--- config.mk ---
export PLATFORM = sky130hd
export DESIGN_NAME = ctrl_sequencer
export DESIGN_NICKNAME = d
export VERILOG_FILES = /design/src/rtl/ctrl_sequencer.sv
export SDC_FILE = /design/constraint.sdc
export NUM_CORES = 1
export LEC_CHECK = 0
export ABC_CLOCK_PERIOD_IN_PS = 1900
export BUFFER_PORTS_ARGS = -buffer_cell sky130_fd_sc_hd__buf_2
export CELL_PAD_IN_SITES_DETAIL_PLACEMENT = 1
export CELL_PAD_IN_SITES_GLOBAL_PLACEMENT = 2
export CORE_UTILIZATION = 20
export DETAILED_ROUTE_END_ITERATION = 8
export PLACE_DENSITY = 0.85
export SLEW_MARGIN = 20
export SYNTH_ARGS = -nofsm -noshare
export SYNTH_HDL_FRONTEND = slang
export SYNTH_SLANG_ARGS = --single-unit
--- constraint.sdc ---
create_clock -name CLK -period 1.9 [get_ports CLK]
set_input_delay 0.38 -clock CLK [delete_from_list [all_inputs] [get_ports CLK]]
set_output_delay 0.38 -clock CLK [all_outputs]
set_load 0.05 [all_outputs]
--- src/rtl/ctrl_sequencer.sv ---
// Hardwired fetch/decode/execute control unit for the ALU datapath.
// Optional PUSH/POP on the HALT_OP group when CTRL_STACK_EN is defined.
module ctrl_sequencer #(
    parameter logic [3:0] HALT_OP = 4'hF
) (
    input  logic        CLK,
    input  logic        RST_N,
    input  logic [15:0] IR_Q,
    input  logic [3:0]  ALU_Flag,
    output logic [1:0]  RF_OutASel,
    output logic [1:0]  RF_OutBSel,
    output logic [1:0]  RF_FunSel,
    output logic [3:0]  RF_RegSel,
    output logic [3:0]  ALU_FunSel,
    output logic [1:0]  ARF_OutCSel,
    output logic [1:0]  ARF_OutDSel,
    output logic [1:0]  ARF_FunSel,
    output logic [2:0]  ARF_RegSel,
    output logic        IR_LH,
    output logic        IR_Enable,
    output logic [1:0]  IR_Funsel,
    output logic        Mem_WR,
    output logic        Mem_CS,
    output logic [1:0]  MuxASel,
    output logic [1:0]  MuxBSel,
    output logic        MuxCSel,
    output logic        Halted,
    output logic [2:0]  SeqT
);

    typedef enum logic [2:0] {
        FETCH_H = 3'd0,
        FETCH_L = 3'd1,
        EXEC1   = 3'd2,
        EXEC2   = 3'd3,
        HALT    = 3'd4
    } state_t;

    state_t      state;
    logic [3:0]  flag_q;
    logic        flag_pend;

    logic [3:0]  op;
    logic [1:0]  sub;
    logic [1:0]  rx;
    logic [1:0]  src2;
    logic [3:0]  dst;
    logic [3:0]  alu_code;
    logic        is_alu;
    logic        unused_ok;

    assign op   = IR_Q[15:12];
    assign rx   = IR_Q[11:10];
    assign sub  = IR_Q[9:8];
    assign src2 = IR_Q[7:6];
    assign dst  = ~(4'b0001 << rx);
    assign SeqT = state;
    assign is_alu = (op >= 4'h4) && (op <= 4'hB);

    // Immediate/address bits go straight to the datapath; only Z is tested here.
    assign unused_ok = ^{flag_q[3:1], IR_Q[5:0]};

    always_comb begin
        alu_code = 4'b0000;
        case (op)
            4'h4:    alu_code = 4'b0100;
            4'h5:    alu_code = 4'b0110;
            4'h6:    alu_code = 4'b0111;
            4'h7:    alu_code = 4'b1000;
            4'h8:    alu_code = 4'b1001;
            4'h9:    alu_code = 4'b0010;
            4'hA:    alu_code = 4'b1010;
            4'hB:    alu_code = 4'b1011;
            default: alu_code = 4'b0000;
        endcase
    end

    always_ff @(posedge CLK) begin
        if (!RST_N) begin
            state     <= FETCH_H;
            flag_q    <= 4'b0000;
            flag_pend <= 1'b0;
        end else begin
            case (state)
                FETCH_H: begin
                    if (flag_pend) begin
                        flag_q    <= ALU_Flag;
                        flag_pend <= 1'b0;
                    end
                    state <= FETCH_L;
                end
                FETCH_L: state <= EXEC1;
                EXEC1: begin
                    state <= FETCH_H;
                    if (op == HALT_OP) begin
                        if (sub == 2'b00) begin
                            state <= HALT;
                        end
`ifdef CTRL_STACK_EN
                        else if (sub == 2'b10) begin
                            state <= EXEC2;
                        end
`endif
                    end else if (op == 4'h1 || op == 4'h2) begin
                        state <= EXEC2;
                    end else if (is_alu) begin
                        flag_pend <= 1'b1;
                    end
                end
                EXEC2:   state <= FETCH_H;
                HALT:    state <= HALT;
                default: state <= FETCH_H;
            endcase
        end
    end

    always_comb begin
        RF_OutASel  = 2'b00;
        RF_OutBSel  = 2'b00;
        RF_FunSel   = 2'b00;
        RF_RegSel   = 4'b1111;
        ALU_FunSel  = 4'b0000;
        ARF_OutCSel = 2'b00;
        ARF_OutDSel = 2'b00;
        ARF_FunSel  = 2'b00;
        ARF_RegSel  = 3'b111;
        IR_LH       = 1'b0;
        IR_Enable   = 1'b0;
        IR_Funsel   = 2'b00;
        Mem_WR      = 1'b0;
        Mem_CS      = 1'b1;
        MuxASel     = 2'b00;
        MuxBSel     = 2'b00;
        MuxCSel     = 1'b0;
        Halted      = 1'b0;
        if (!RST_N) begin
            // Clear every register in the datapath while reset is held.
            RF_RegSel  = 4'b0000;
            ARF_RegSel = 3'b000;
            RF_FunSel  = 2'b11;
            ARF_FunSel = 2'b11;
            IR_Enable  = 1'b1;
            IR_Funsel  = 2'b11;
        end else begin
            case (state)
                FETCH_H, FETCH_L: begin
                    ARF_OutDSel = 2'b00;
                    Mem_CS      = 1'b0;
                    IR_Enable   = 1'b1;
                    IR_LH       = (state == FETCH_L);
                    IR_Funsel   = 2'b10;
                    ARF_RegSel  = 3'b110;
                    ARF_FunSel  = 2'b01;
                end
                EXEC1: begin
                    if (op == HALT_OP) begin
`ifdef CTRL_STACK_EN
                        if (sub == 2'b01) begin
                            ARF_OutDSel = 2'b11;
                            RF_OutASel  = rx;
                            MuxCSel     = 1'b1;
                            Mem_CS      = 1'b0;
                            Mem_WR      = 1'b1;
                            ARF_RegSel  = 3'b011;
                            ARF_FunSel  = 2'b00;
                        end else if (sub == 2'b10) begin
                            ARF_RegSel  = 3'b011;
                            ARF_FunSel  = 2'b01;
                        end
`endif
                    end else begin
                        case (op)
                            4'h0: begin
                                MuxASel   = 2'b00;
                                RF_RegSel = dst;
                                RF_FunSel = 2'b10;
                            end
                            4'h1, 4'h2: begin
                                MuxBSel    = 2'b01;
                                ARF_RegSel = 3'b101;
                                ARF_FunSel = 2'b10;
                            end
                            4'h3, 4'h4, 4'h5, 4'h6, 4'h7,
                            4'h8, 4'h9, 4'hA, 4'hB: begin
                                RF_OutASel = sub;
                                if (op >= 4'h4 && op <= 4'h8) begin
                                    RF_OutBSel = src2;
                                end
                                MuxCSel    = 1'b1;
                                ALU_FunSel = alu_code;
                                MuxASel    = 2'b11;
                                RF_RegSel  = dst;
                                RF_FunSel  = 2'b10;
                            end
                            4'hC, 4'hD, 4'hE: begin
                                if (op == 4'hC ||
                                    (op == 4'hD && flag_q[0]) ||
                                    (op == 4'hE && !flag_q[0])) begin
                                    MuxBSel    = 2'b01;
                                    ARF_RegSel = 3'b110;
                                    ARF_FunSel = 2'b10;
                                end
                            end
                            default: ;
                        endcase
                    end
                end
                EXEC2: begin
`ifdef CTRL_STACK_EN
                    if (op == HALT_OP) begin
                        ARF_OutDSel = 2'b11;
                        Mem_CS      = 1'b0;
                        MuxASel     = 2'b01;
                        RF_RegSel   = dst;
                        RF_FunSel   = 2'b10;
                    end else
`endif
                    if (op == 4'h1) begin
                        ARF_OutDSel = 2'b10;
                        Mem_CS      = 1'b0;
                        MuxASel     = 2'b01;
                        RF_RegSel   = dst;
                        RF_FunSel   = 2'b10;
                    end else if (op == 4'h2) begin
                        ARF_OutDSel = 2'b10;
                        RF_OutASel  = rx;
                        MuxCSel     = 1'b1;
                        ALU_FunSel  = 4'b0000;
                        Mem_CS      = 1'b0;
                        Mem_WR      = 1'b1;
                    end
                end
                HALT:    Halted = 1'b1;
                default: ;
            endcase
        end
    end

endmodule
==> impl_metrics.yaml, run 1 <==
synth:
  async_reset_ff_frac: 0
  synth_seq_cells: 5
  synthesis.area_um2: 903
  synth_top_area_cell: "ha_1"
  synth-edff-count: 0
  netlist.area_leader.share: 0.152
  yosysUniqueCellTypes: 40
  ys.warnings.count: 0
  synth_ff_type: "dfxtp_1"
  seq_area_frac_synth: 0.111
  synth.avg_cell_area_um2: 7.29
  synth_cells: 124
  ys_top_cells_by_area: "ha_1, dfxtp_1, buf_4"
pwr:
  switchingPower_mw: 0.419
  internal-power_mw: 0.519
  combPwrFrac: 0.656
  ir_worst_vdd_mv: 0.245
  sw_frac_of_total: 0.446
  finalPower_mw: 0.938
  clkPwrFrac: 0.215
  power_density_mw_per_mm2: 386
  power_frac_seq: 0.129
  leakage_nw: 0.979
critical_path:
  cpPeakStageDelay_ps: 260
  timing.rr.start: "SeqT[2]"
  path_class: "in -> out"
  slowest_stage: "o32ai_4"
  crit_required_ps: 1520
  cp_max_fo: 6
  cp.arrival_ps: 1740
  crit_chain: "buf_12 > buf_8 > ha_4 > a21oi_4 > nand3_4 > buf_12 > o32ai_4 > buf_6"
  cp-startpoint: "IR_Q[14]"
  cpMostUsedCell: "buf_12"
  cp-start-kind: "primary input"
  cp-end-kind: "primary output"
placed_design:
  dpl.hpwl_mm: 3.23
  gp_congestion: 0.786
  port_buffers: 46
run_status:
  status: "finished, violations left"
  failed_checks: "negative setup slack"
die:
  die_area_mm2: 0.00479
  start_util: 0.207
  die_y_um: 69.2
  fp-row-count: 24
  core_mm2: 0.00435
  pin_count: 60
  dieWidth_um: 69.2
layout:
  nNetsFinal: 247
  fin_util: 0.558
  area_delta_synth_final_pct: 169
  antennaDiodeCount: 0
  drive_gt1_frac: 0.742
  fill_cells: 469
global_route:
  grt_max_degree: 11
  grt-ovfl-total: 0
  grtUsageTotal: 0.199
  antenna_found_initial: 0
  grt_pass1_wl_mm: 7.64
  first_global_vias: 1425
drt:
  finalWirelength_mm: 4.99
  wl_per_cell_um: 18.8
  vias: 1315
  drtPass1Iterations: 4
  vias_per_cell: 4.96
  drc: 0
  drt_iter0_drc: 31
  detail-route-antenna-nets: 0
clock_tree:
  clkTransAtPathRegs_ps: 40
  cts_root_buf: "clkbuf_8"
  cts_tree: "built"
  cts_max_level: 1
  clk_latency_ps: 230
  cts_made_buffers: 3
  cts_buffer_depth: 2
  cts_sinks: 5
worst_hold_path:
  worstHoldPathType: "in -> reg"
  hold_start: "IR_Q[9]"
timing:
  slew-limit-headroom: 0.646
  report.final.setup_viol: 22
  timing.final.ws_setup_ps: -223
  post-route-min-period_ps: 2120
  rsz0062_at_grt: "yes"
  period_share: 1.12
  fin_skew_ps: 2.98
  hold_viol_final: 0
  max_freq_ghz: 0.471
  slew_violations: 0
  worst_pin_slew_ps: 531
run:
  cap_violations: 0
==> placed cells by master, fill, tap and decap left out, types with 4 or more instances in the layout <==
| cell | instances |
|---|---|
| ha_4 | 8 |
| nand2_1 | 6 |
| a21oi_1 | 4 |
| buf_4 | 33 |
| buf_2 | 19 |
| nor2_1 | 4 |
| a41oi_4 | 4 |
| buf_12 | 7 |
| buf_6 | 34 |
| o21ai_2 | 4 |
| conb_1 | 4 |
| nand2b_1 | 6 |
| inv_1 | 5 |
==> power groups by stage <==
stage	Combinational (mW)	Sequential (mW)	Clock [mW]
5_1_grt	0.642	0.122	0.215
3_5_place_dp	0.477	0.120	0
2_1_floorplan	0.324	0.132	0
6_report	0.615	0.121	0.202
4_1_cts	0.550	0.120	0.206
3_3_place_gp	0.462	0.120	0
==> routing by layer <==
metal,up-vias,part of all wire,GRT usage
li1,627,-,-
met1,655,0.40,0.226
met2,29,0.57,0.385
met3,4,0.020,0.0320
met4,0,0.011,0.0431
met5,-,0,0
==> synth_stat cells, drive strengths merged, types with 3 or more instances <==
| master | count |
|---|---|
| dfxtp | 5 |
| o21a | 3 |
| ha | 11 |
| o21ai | 6 |
| nor2 | 6 |
| a2bb2oi | 3 |
| o32ai | 3 |
| nand2b | 6 |
| nor3 | 6 |
| o41ai | 4 |
| nand3 | 3 |
| nand2 | 7 |
| inv | 11 |
| a41oi | 5 |
| a21oi | 7 |
| clkbuf | 3 |
| buf | 12 |
==> cells by family after synthesis <==
family | share of synthesized area
mux | 0.0125
flops | 0.111
compound gates | 0.317
buf+inv | 0.166
simple gates | 0.237
other cells | 0.00415
fa+ha+maj | 0.152
==> worst paths after layout <==
check,slack [ps],end,cells after the start
worst max-delay path,-220,RF_OutASel[0],8
worst min-delay path,450,SeqT[2],3
worst max register to register,590,SeqT[2],3
worst min register to register,600,flag_pend,2
==> sequential cells by signal, summed over array words and instances, names as in the netlist <==
name       count
flag_q         1
flag_pend      1
SeqT           3
==> critical path, delay by kind of cell <==
| family | cells | cell delay (ps) |
|---|---|---|
| and+or+nand+nor | 1 | 140 |
| adders and majority gates | 1 | 160 |
| buffers and inverters | 4 | 600 |
| AOI/OAI and AO/OA | 2 | 440 |
==> repair_timing <==
action                                  4_1_cts  5_1_grt
pin swaps                                    20       13
endpoints found under the setup margin       23       23
hold buffers                                  0        0
resized for setup                            84       18
buffers inserted                              3       12
gates cloned                                  1        0
==> layout make-up <==
cell class | instances | area [µm²] | share of cell area
Multi-Input combinational cell | 96 | 1190 | 0.489
Timing Repair Buffer | 97 | 938 | 0.386
Clock buffer | 4 | 45.0 | 0.0185
Sequential cell | 5 | 111 | 0.0458
Tap cell | 52 | 65.1 | 0.0268
Inverter | 11 | 81.3 | 0.0335
==> metrics by stage <==
step	instance area (µm²)	worst slack, ps	setup TNS, ps	hold slack, ps	std cells
floorplan	1390	-195	-811	498	127
global placement	1850	-333	-5410	537	245
detailed placement	1850	-376	-6360	573	245
CTS	2270	-185	-2600	457	253
global route	2430	-268	-4220	481	265
finish	2430	-223	-3400	453	265
Note: power is estimated with default switching activity, not from simulation.
==> run 2, diff against run 1 <==
--- a/config.mk
+++ b/config.mk
@@ -5,7 +5,7 @@
 export SDC_FILE = /design/constraint.sdc
 export NUM_CORES = 1
 export LEC_CHECK = 0
-export ABC_CLOCK_PERIOD_IN_PS = 1900
+export ABC_CLOCK_PERIOD_IN_PS = 2220
 export BUFFER_PORTS_ARGS = -buffer_cell sky130_fd_sc_hd__buf_2
 export CELL_PAD_IN_SITES_DETAIL_PLACEMENT = 1
 export CELL_PAD_IN_SITES_GLOBAL_PLACEMENT = 2
==> constraint.sdc (replaced) <==
create_clock -name CLK -period 2.22 [get_ports CLK]
set_input_delay 0.444 -clock CLK [delete_from_list [all_inputs] [get_ports CLK]]
set_output_delay 0.444 -clock CLK [all_outputs]
set_load 0.05 [all_outputs]
==> run 2 against run 1 <==
The run still ends with negative setup slack left. Critical endpoint is now RF_RegSel[0]. Clock-buffer cell count is the same. First-iteration DRC count decreased by 58%. Wire length is 10% lower. Cell count decreased by 1.5%. Combinational power is 26% lower. Largest cell class unchanged. Largest power group unchanged. Worst setup slack better by 190 ps. Utilization fell by 5.4 points. Clock power down 19%. Non-clock buffer count shrank 5. Global-route usage shrank 1.9 points. Flip-flop and latch count unchanged.
==> impl_metrics.yaml, run 2 (same netlist as run 1, synthesis figures left out) <==
critical_path:
  cp-start-kind: "primary input"
  r2r-end: "SeqT[2]"
  crit_required_ps: 1780
  rrSetupSlack_ps: 770
  timing.rr.start: "SeqT[2]"
  cp-end-kind: "primary output"
  ff2ff_path_depth: 3
  path_class: "in -> out"
  cp_max_fo: 5
  cp.arrival_ps: 1810
timing:
  hold_viol_final: 0
  period_share: 1.01
  report.final.setup_viol: 1
  fin_skew_ps: 1.86
  slew_violations: 0
  max_freq_ghz: 0.444
  rsz0062_at_grt: "yes"
  post-route-min-period_ps: 2250
  timing.final.ws_setup_ps: -31.3
worst_hold_path:
  worstHoldPathType: "reg -> reg"
  hold_start: "SeqT[2]"
  min_path_cells: 1
  holdPathEnd: "SeqT[0]"
layout:
  fin_util: 0.504
  nNetsFinal: 243
  area_delta_synth_final_pct: 143
  fill_cells: 479
  largest_reg_flops: 3
  layout_common_cells: "buf_4, buf_2, buf_6, inv_1, ha_4"
  mostFrequentLayoutCell: "buf_4"
  antennaDiodeCount: 0
  drive_gt1_frac: 0.708
global_route:
  grt-ovfl-total: 0
  antenna_found_initial: 0
  grtUsageTotal: 0.180
  grt_pass1_wl_mm: 7.16
  grt_max_degree: 14
  first_global_vias: 1380
run:
  cap_violations: 0
drt:
  wl_per_cell_um: 17.2
  finalWirelength_mm: 4.49
  vias_per_cell: 4.91
  drc: 0
  drtPass1Iterations: 4
  detail-route-antenna-nets: 0
  drt_iter0_drc: 13
  vias: 1282
pwr:
  leakage_nw: 0.927
  ir_worst_vdd_mv: 0.301
  finalPower_mw: 0.724
  power_density_mw_per_mm2: 330
clock_tree:
  cts_made_buffers: 3
  cts_buffer_depth: 2
  clk_latency_ps: 220
  clkTransAtPathRegs_ps: 30
  cts_max_level: 1
  cts_sinks: 5
  cts_tree: "built"
  cts_root_buf: "clkbuf_8"
die:
  core_mm2: 0.00435
  die_y_um: 69.2
  die_area_mm2: 0.00479
  start_util: 0.207
  pin_count: 60
  fp-row-count: 24
  dieWidth_um: 69.2
run_status:
  status: "finished, violations left"
  failed_checks: "negative setup slack"
placed_design:
  gp_congestion: 0.727
  dpl.hpwl_mm: 2.85
  port_buffers: 46
## run 2: area by class of cell
cell class,instances,area (µm²),area share
multi-input cells,97,1130,0.514
repair buffers,92,791,0.361
flip-flops and latches,5,104,0.0473
well taps,52,65.1,0.0297
inverters,11,61.3,0.0280
clock buffers,4,45.0,0.0205
## run 2: worst max path at each step
| stage | from | endpoint | slack (ps) | cells past startpoint |
|---|---|---|---|---|
| after floorplan | IR_Q[14] | RF_RegSel[2] | -140 | 6 |
| after global placement | IR_Q[14] | RF_FunSel[1] | -200 | 8 |
| after detailed placement | IR_Q[12] | RF_OutASel[0] | -220 | 8 |
| after CTS | IR_Q[12] | MuxASel[0] | -3 | 9 |
| after global routing | IR_Q[14] | RF_RegSel[0] | -70 | 9 |
| final | IR_Q[14] | RF_RegSel[0] | -30 | 9 |
## run 2: worst max-delay path, cell delays in order
cell	delay, ps
buf_12	120
inv_8	60
ha_4	180
buf_6	130
nand3_4	100
o41ai_4	380
buf_4	180
a41oi_4	30
buf_6	180
## run 2: through the flow
step / cell area, µm² / hold slack, ps / cells / setup WS (ps) / setup TNS [ps]
finish: 2190 / 524 / 261 / -31.3 / -31.3
global route: 2190 / 581 / 261 / -68.1 / -149
CTS: 2090 / 527 / 256 / -2.62 / -2.62
detailed placement: 1630 / 522 / 246 / -225 / -3170
global placement: 1630 / 519 / 246 / -199 / -2600
floorplan: 1180 / 498 / 127 / -145 / -496
## run 2: report_power, final
| part | internal (mW) | leakage (nW) | switching, mW |
|---|---|---|---|
| clock network | 0.123 | 0.0228 | 0.0406 |
| logic | 0.182 | 0.863 | 0.272 |
| registers | 0.0961 | 0.0420 | 0.0101 |
## run 2: metal layers
metal | up-vias | global-route usage | share of wire
li1 | 624 | - | -
met1 | 626 | 0.216 | 0.40
met2 | 28 | 0.348 | 0.57
met3 | 4 | 0.0102 | 0.021
met4 | 0 | 0.0385 | 0.012
met5 | - | 0 | 0
## run 2: repair_timing
| action | CTS | global route |
|---|---|---|
| buffers inserted | 4 | 6 |
| hold endpoints to repair | 0 | 0 |
| hold buffers | 0 | 0 |
| endpoints found under the setup margin | 22 | 20 |
| resized for setup | 78 | 22 |
| cloned | 2 | 0 |
| pin swaps | 15 | 8 |
==> run 3, diff against run 2 <==
--- a/config.mk
+++ b/config.mk
@@ -12,6 +12,7 @@
 export CORE_UTILIZATION = 20
 export DETAILED_ROUTE_END_ITERATION = 8
 export PLACE_DENSITY = 0.85
+export SKIP_CTS_REPAIR_TIMING = 1
 export SLEW_MARGIN = 20
 export SYNTH_ARGS = -nofsm -noshare
 export SYNTH_HDL_FRONTEND = slang
==> constraint.sdc (replaced) <==
create_clock -name CLK -period 2.22 [get_ports CLK]
set_input_delay 0 -clock CLK [delete_from_list [all_inputs] [get_ports CLK]]
set_output_delay 0 -clock CLK [all_outputs]
set_load 0.05 [all_outputs]
==> run 3 against run 2 <==
The run ends with design-rule violations left. Worst setup slack gained 310 ps. Clock skew grew 1.7 ps. Wire length shrank 35%. Non-clock buffer count shrank 45. First-iteration DRC count grew to 3.7 times the previous value. Largest cell class unchanged.
==> impl_metrics.yaml, run 3 (same netlist as run 1, synthesis figures left out) <==
run_status:
  status: "finished, violations left"
  failed_checks: "design-rule violations"
drt:
  finalWirelength_mm: 2.91
  drc: 2
  vias_per_cell: 4.96
  detail-route-antenna-nets: 0
  wl_per_cell_um: 13.5
  vias: 1066
  drtPass1Iterations: 8
  drt_iter0_drc: 48
clock_tree:
  cts_max_level: 1
  cts_root_buf: "clkbuf_8"
  clk_latency_ps: 230
  cts_sinks: 5
  cts_tree: "built"
  cts_made_buffers: 3
  cts_buffer_depth: 2
  clkTransAtPathRegs_ps: 40
pwr:
  leakage_nw: 0.573
  power_density_mw_per_mm2: 440
  ir_worst_vdd_mv: 0.184
die:
  pin_count: 60
  start_util: 0.207
  core_mm2: 0.00435
  die_area_mm2: 0.00479
  die_y_um: 69.2
  fp-row-count: 24
  dieWidth_um: 69.2
timing:
  report.final.setup_viol: 0
  rsz0062_at_grt: "no"
  slew_violations: 0
  hold_viol_final: 0
  period_share: 0.876
  timing.final.ws_setup_ps: 275
  worst_pin_slew_ps: 508
  slew-limit-headroom: 0.661
  max_freq_ghz: 0.514
  fin_skew_ps: 3.57
  post-route-min-period_ps: 1940
global_route:
  grt_pass1_wl_mm: 4.89
  grtUsageTotal: 0.125
  grt-ovfl-total: 0
  first_global_vias: 1041
  grt_max_degree: 15
  antenna_found_initial: 0
layout:
  largest_reg_flops: 3
  drive_gt1_frac: 0.356
  mostFrequentLayoutCell: "buf_2"
  layout_common_cells: "buf_2, inv_1, ha_1, nand2_1"
  antennaDiodeCount: 0
  fill_cells: 568
  area_delta_synth_final_pct: 31.7
  nNetsFinal: 197
  fin_util: 0.273
critical_path:
  cp.arrival_ps: 1940
  cp-start-kind: "flip-flop"
  cp-end-kind: "primary output"
  path_class: "reg -> out"
  cp_max_fo: 13
  crit_required_ps: 2220
worst_hold_path:
  worstHoldPathType: "in -> reg"
placed_design:
  port_buffers: 46
  dpl.hpwl_mm: 2.31
  dp_worst_setup_slack_ps: 498
  gp_congestion: 0.729
run:
  cap_violations: 0
[run 3: cell types whose count changed in the layout (fill, tap and decap cells not counted), sizes merged]
cell and delta:
and3 -1, buf -44, inv +1, clkinv -1, clkbuf -1
[run 3: area by class of cell]
type                            count  area [µm²]  share of cell area
Multi-Input combinational cell     96         701               0.589
Timing Repair Buffer               47         238               0.200
Sequential cell                     5         100              0.0841
Tap cell                           52        65.1              0.0547
Clock buffer                        4        45.0              0.0379
Inverter                           11        41.3              0.0347
[run 3: worst max-delay path, cell delays in order (launching register included)]
cell and delay, ps:
dfxtp_1 570, nand4b_1 210, or3_1 480, o32ai_2 160, buf_2 300
[run 3: where the power goes]
group	switching, mW	internal [mW]	total (mW)
registers	0.0101	0.0953	0.105
clock network	0.0479	0.124	0.171
logic	0.184	0.0634	0.247
[run 3: through the flow]
stage                     cell area (µm²)  TNS, ps  hold WS [ps]  power [mW]  cells
after CTS                            1190        0          86.4       0.532    215
after floorplan                       951     -704           167       0.309    127
after detailed placement             1140        0           322       0.355    211
after global routing                 1190        0           123       0.558    215
after global placement               1140        0           317       0.353    211
final                                1190        0          89.4       0.524    215
[run 3: worst paths after layout]
| path | startpoint | to | slack [ps] | cells past startpoint |
|---|---|---|---|---|
| max | SeqT[1] | RF_OutASel[1] | 280 | 4 |
| min | IR_Q[8] | SeqT[2] | 90 | 3 |
| max reg2reg | SeqT[1] | SeqT[2] | 770 | 3 |
| min reg2reg | flag_pend | flag_pend | 550 | 2 |
[run 3: routing by layer]
layer / share of wire / global-route usage / up-vias
met5: 0 / 0 / -
met4: 0.0038 / 0.0340 / 0
met3: 0.053 / 0.0363 / 2
met2: 0.47 / 0.207 / 30
met1: 0.47 / 0.158 / 507
li1: - / - / 527
